<file path="config.mk">
export PLATFORM = sky130hd
export DESIGN_NAME = joypad_matrix_flat
export DESIGN_NICKNAME = d
export VERILOG_FILES = /design/src/rtl/joypad_pkg.sv /design/src/rtl/joypad_if.sv /design/src/rtl/joypad_debounce.sv /design/src/rtl/joypad_matrix.sv /design/src/flat_wrapper.sv
export SDC_FILE = /design/constraint.sdc
export NUM_CORES = 1
export LEC_CHECK = 0
export ABC_AREA = 0
export CORE_AREA = 2 2 41 43
export CTS_BUF_LIST = sky130_fd_sc_hd__clkbuf_16
export CTS_CLUSTER_DIAMETER = 40
export DETAILED_ROUTE_END_ITERATION = 16
export DIE_AREA = 0 0 43 45
export GPL_TIMING_DRIVEN = 0
export PLACE_DENSITY = 0.71
export SETUP_SLACK_MARGIN = 0.4
export SYNTH_ARGS = -nofsm -noshare
export SYNTH_HDL_FRONTEND = slang
export SYNTH_SLANG_ARGS = --single-unit
</file>
<file path="constraint.sdc">
create_clock -name clk -period 1.1 [get_ports clk]
set_clock_uncertainty 0.15 [all_clocks]
set_input_delay 0.33 -clock clk [delete_from_list [all_inputs] [get_ports clk]]
set_output_delay 0.33 -clock clk [all_outputs]
set_load 0.02 [all_outputs]
</file>
<file path="src/rtl/joypad_pkg.sv">
// Joypad matrix shared definitions: button indices, select bits,
// register address and the P1 nibble helper.
package joypad_pkg;

  localparam int BTN_RIGHT  = 0;
  localparam int BTN_LEFT   = 1;
  localparam int BTN_UP     = 2;
  localparam int BTN_DOWN   = 3;
  localparam int BTN_A      = 4;
  localparam int BTN_B      = 5;
  localparam int BTN_SELECT = 6;
  localparam int BTN_START  = 7;

  localparam int SEL_DIR = 0;
  localparam int SEL_ACT = 1;

  localparam logic [15:0] JOYPAD_ADDR = 16'hFF00;

  typedef struct packed {
    logic [3:0] act;
    logic [3:0] dir;
  } groups_t;

  // Active-low wired-AND of whichever groups are selected.
  function automatic logic [3:0] p1_drive(
    input logic [1:0] sel,
    input groups_t    g
  );
    logic [3:0] dir_m;
    logic [3:0] act_m;
    dir_m = sel[SEL_DIR] ? 4'h0 : g.dir;
    act_m = sel[SEL_ACT] ? 4'h0 : g.act;
    return ~(dir_m | act_m);
  endfunction

endpackage

</file>
<file path="src/rtl/joypad_if.sv">
// Joypad bus: raw buttons and P1 select in, P1 lines and
// interrupt request out.
interface joypad_if;
  logic [7:0] btn_raw;
  logic [1:0] sel;
  logic [3:0] p1_in;
  logic       irq;

  modport master (
    output btn_raw,
    output sel,
    input  p1_in,
    input  irq
  );

  modport slave (
    input  btn_raw,
    input  sel,
    output p1_in,
    output irq
  );
endinterface

</file>
<file path="src/rtl/joypad_debounce.sv">
// Per-button two-flop synchronizer plus counter debounce.
// Debounce present only with JOYPAD_DEBOUNCE_EN defined.
module joypad_debounce #(
  parameter int DEBOUNCE_CYCLES = 1024
) (
  input  logic clk,
  input  logic reset,
  input  logic btn_i,
  output logic stable_o
);

  if (DEBOUNCE_CYCLES < 1 || DEBOUNCE_CYCLES > 65535) begin : g_bad_cfg
    $error("DEBOUNCE_CYCLES out of range 1..65535");
  end

  logic [1:0] sync_q;

  // Bring the asynchronous button level into the clk domain.
  always_ff @(posedge clk or posedge reset) begin
    if (reset) sync_q <= 2'b00;
    else       sync_q <= {sync_q[0], btn_i};
  end

`ifdef JOYPAD_DEBOUNCE_EN
  localparam int CW = $clog2(DEBOUNCE_CYCLES + 1);
  localparam logic [CW-1:0] CNT_LAST =
    CW'(DEBOUNCE_CYCLES - 1);

  logic [CW-1:0] cnt_q;
  logic [CW-1:0] cnt_d;
  logic          stable_q;
  logic          stable_d;

  // Count while the level disagrees; flip after a full run.
  always_comb begin
    cnt_d    = '0;
    stable_d = stable_q;
    if (sync_q[1] != stable_q) begin
      if (cnt_q == CNT_LAST) stable_d = ~stable_q;
      else                   cnt_d    = cnt_q + 1'b1;
    end
  end

  // Debounce state register.
  always_ff @(posedge clk or posedge reset) begin
    if (reset) begin
      cnt_q    <= '0;
      stable_q <= 1'b0;
    end else begin
      cnt_q    <= cnt_d;
      stable_q <= stable_d;
    end
  end

  assign stable_o = stable_q;
`else
  assign stable_o = sync_q[1];
`endif

endmodule

</file>
<file path="src/rtl/joypad_matrix.sv">
// Joypad P1 matrix: debounced buttons, group mux, falling-edge irq.
// Optional debounce controlled by JOYPAD_DEBOUNCE_EN.
import joypad_pkg::*;

module joypad_matrix #(
  parameter int DEBOUNCE_CYCLES = 1024
) (
  input  logic     clk,
  input  logic     reset,
  joypad_if.slave  bus
);

  logic [7:0] stable_w;
  groups_t    grp_w;
  logic [3:0] p1_w;
  logic [3:0] p1_prev_q;
  logic       irq_q;
  logic       irq_d;

  for (genvar i = 0; i < 8; i++) begin : g_btn
    joypad_debounce #(
      .DEBOUNCE_CYCLES(DEBOUNCE_CYCLES)
    ) u_db (
      .clk      (clk),
      .reset    (reset),
      .btn_i    (bus.btn_raw[i]),
      .stable_o (stable_w[i])
    );
  end

  assign grp_w.dir = {stable_w[BTN_DOWN], stable_w[BTN_UP],
                      stable_w[BTN_LEFT], stable_w[BTN_RIGHT]};
  assign grp_w.act = {stable_w[BTN_START], stable_w[BTN_SELECT],
                      stable_w[BTN_B], stable_w[BTN_A]};

  assign p1_w = p1_drive(bus.sel, grp_w);

  // Any line going 1 -> 0 requests an interrupt.
  always_comb begin
    irq_d = |(p1_prev_q & ~p1_w);
  end

  // Previous P1 lines and the registered irq pulse.
  always_ff @(posedge clk or posedge reset) begin
    if (reset) begin
      p1_prev_q <= 4'hF;
      irq_q     <= 1'b0;
    end else begin
      p1_prev_q <= p1_w;
      irq_q     <= irq_d;
    end
  end

  assign bus.p1_in = p1_w;
  assign bus.irq   = irq_q;

endmodule

</file>
<file path="src/flat_wrapper.sv">
// flat-port wrapper written by rule: the top's interface ports become plain ports
module joypad_matrix_flat 
#(
  parameter int DEBOUNCE_CYCLES = 1024
)
  (clk, reset, bus_btn_raw, bus_sel, bus_p1_in, bus_irq);
  joypad_if bus_i ();
  input  logic clk;
  input  logic reset;
  input wire logic [$bits(bus_i.btn_raw)-1:0] bus_btn_raw;
  input wire logic [$bits(bus_i.sel)-1:0] bus_sel;
  output wire logic [$bits(bus_i.p1_in)-1:0] bus_p1_in;
  output wire logic [$bits(bus_i.irq)-1:0] bus_irq;
  assign bus_i.btn_raw = bus_btn_raw;
  assign bus_i.sel = bus_sel;
  assign bus_p1_in = bus_i.p1_in;
  assign bus_irq = bus_i.irq;
  joypad_matrix #(.DEBOUNCE_CYCLES(DEBOUNCE_CYCLES)) u_core (.clk(clk), .reset(reset), .bus(bus_i));
endmodule
</file>
==> flow_summary.json <==
{
  "min_path_type": "in -> async",
  "seqCellArea_um2": 531,
  "fin_crit_sh_pct": 135,
  "cts_tree": "built",
  "cts_root_buf": "clkbuf_16",
  "worst_ep_arrival_time_ns": 1.00,
  "timing_hold_violations_final": 0,
  "ys_seq_elements": 21,
  "period_needed_ns": 1.48,
  "worstMarginPinSlew_ns": 0.273,
  "syn_inst": 39,
  "antenna_found_initial": 0,
  "clk_pin_slew_worst_paths_ns": 0.05,
  "ir_worst_vdd_uv": 1220,
  "drt-pass1-iter-count": 2,
  "place.gp.congestion": 0.694,
  "clock_path_buffers": 2,
  "cts_made_buffers": 3,
  "diodes": 0,
  "cp.required_ns": 0.62,
  "rsz0062_at_grt": "true",
  "numPortBuffers": 16,
  "multi_input_area_um2": 185,
  "maxCapViolCount": 0,
  "synth_top_area_share_pct": 68.0,
  "cts_max_level": 1,
  "setup_slack_ns": -0.382,
  "first_iter_violations": 1,
  "yosysTopAreaCell": "dfrtp_1",
  "fillCellCount": 117,
  "max_freq_mhz": 675,
  "violations": "setup timing",
  "core_um2": 1470,
  "synth_area_per_cell_um2": 16.0,
  "grt_pass1_wl_um": 1790,
  "clk_latency_ns": 0.25,
  "cp_max_fo": 2,
  "grt_use_total_pct": 14.7,
  "status": "finished with violations",
  "holdWs_ns": 0.0660,
  "leakagePower_nw": 0.460,
  "yosysUniqueCellTypes": 7,
  "syn_area_um2": 626,
  "final_common_cell": "dfrtp_1",
  "grt_max_degree": 14,
  "die_w_um": 43,
  "layout_common_cells": "dfrtp_1 (17), dlygate4sd2_1 (9), nor2b_4 (8)",
  "area_growth_pct": 64.0,
  "path_class": "reg -> out",
  "die_h_um": 45,
  "start_util_pct": 42.5,
  "fp-row-count": 14,
  "num_vias": 365,
  "ys_warn_count": 0,
  "slew_headroom_pct": 81.8,
  "netlist_top_cells_area": "dfrtp_1 (68%), dfstp_2 (17%), nor2b_1 (8.0%)",
  "ant_nets": 0,
  "viasPerCell": 4.56,
  "critPathLaunchType": "register",
  "ctsHoldBuffers": 0,
  "syn_nets": 51,
  "tns_ns": -1.71,
  "end_kind": "primary output",
  "drv_slew": 0,
  "layout-drive-gt1-share_pct": 53.1,
  "wl_per_cell_um": 13.3,
  "grt_pass1_vias": 425,
  "seq_area_frac_synth_pct": 84.8,
  "grt_overflow": 0,
  "place_ws_ns": -1.25,
  "finish.instance_area_um2": 1030,
  "nets": 77,
  "place_hpwl_um": 668,
  "setup_viol": 6,
  "placed_cell_area_um2": 900,
  "ioPinCount": 17,
  "powerDensity_nw_per_um2": 1750,
  "power.total_mw": 1.80,
  "drc": 0,
  "drt-total-wl_um": 1070,
  "cts_sinks": 21,
  "dieArea_um2": 1940
}
layout make-up:
| class | instances | area share [%] |
|---|---|---|
| Inverter | 1 | 0.732 |
| Multi-Input combinational cell | 17 | 18.0 |
| Tap cell | 16 | 1.95 |
| Sequential cell | 21 | 51.7 |
| Clock buffer | 3 | 7.32 |
| Timing Repair inverter | 2 | 1.22 |
| Clock inverter | 1 | 0.732 |
| Timing Repair Buffer | 19 | 18.3 |
cells in the mapped netlist:
cell     number
nand4_1       1
nor2b_1       8
nor2_1        4
dfstp_2       4
dfrtp_1      17
inv_1         1
o21ai_1       4
critical path: stages, from the launching register on:
cell     delay, ns
dfrtp_1       0.37
nor2b_4       0.14
nor2_4        0.12
buf_6         0.12
cells by family (layout without fill, tap and decap cells):
logic type	Yosys count	count (layout)	synth area share [%]
DFF	21	21	84.8
buffers and inverters	1	26	0.599
AOI/OAI and AO/OA	4	4	3.20
and+or+nand+nor	13	13	11.4
sequential cells by signal, summed over array words and instances (netlist names):
name                      cells
u_core.p1_prev_q              4
u_core.bus.irq                1
u_core.g_btn.u_db.sync_q     16
repair_timing:
action                     CTS  global route
setup endpoints to repair   39            20
buffers inserted             2             1
pin swaps                    4             3
gates resized for setup     48             1
cloned                       2             0
final timing paths:
path | startpoint | endpoint | slack, ns | depth (start not counted)
min in group clk | bus_btn_raw[1] | u_core.g_btn[1].u_db.sync_q[0]$_DFF_PP0_ | 0.14 | 1
max reg2reg | u_core.g_btn[2].u_db.sync_q[1]$_DFF_PP0_ | u_core.bus.irq$_DFF_PP0_ | -0.08 | 5
min | reset | u_core.bus.irq$_DFF_PP0_ | 0.07 | 2
min reg2reg | u_core.g_btn[2].u_db.sync_q[0]$_DFF_PP0_ | u_core.g_btn[2].u_db.sync_q[1]$_DFF_PP0_ | 0.20 | 0
max in group asynchronous | reset | u_core.p1_prev_q[1]$_DFF_PP1_ | 0.52 | 2
max | u_core.g_btn[6].u_db.sync_q[1]$_DFF_PP0_ | bus_p1_in[2] | -0.38 | 3
per-stage QoR:
stage	util, %	instances
after global routing	69.7	80
after floorplan	-	39
final	69.7	80
after CTS	69.0	79
after global placement	61.1	71
after detailed placement	61.1	71
report_power, final:
part	internal (mW)	switching, mW
clock network	0.492	0.270
logic	0.0994	0.0937
registers	0.827	0.0137
routing by layer:
metal	GRT usage [%]	up-vias	wire length [µm]
li1	-	172	-
met2	24.2	17	574
met3	7.60	3	87
met5	0	-	0
met4	13.3	0	33
met1	13.0	173	369
(Power assumes the default switching activity.)
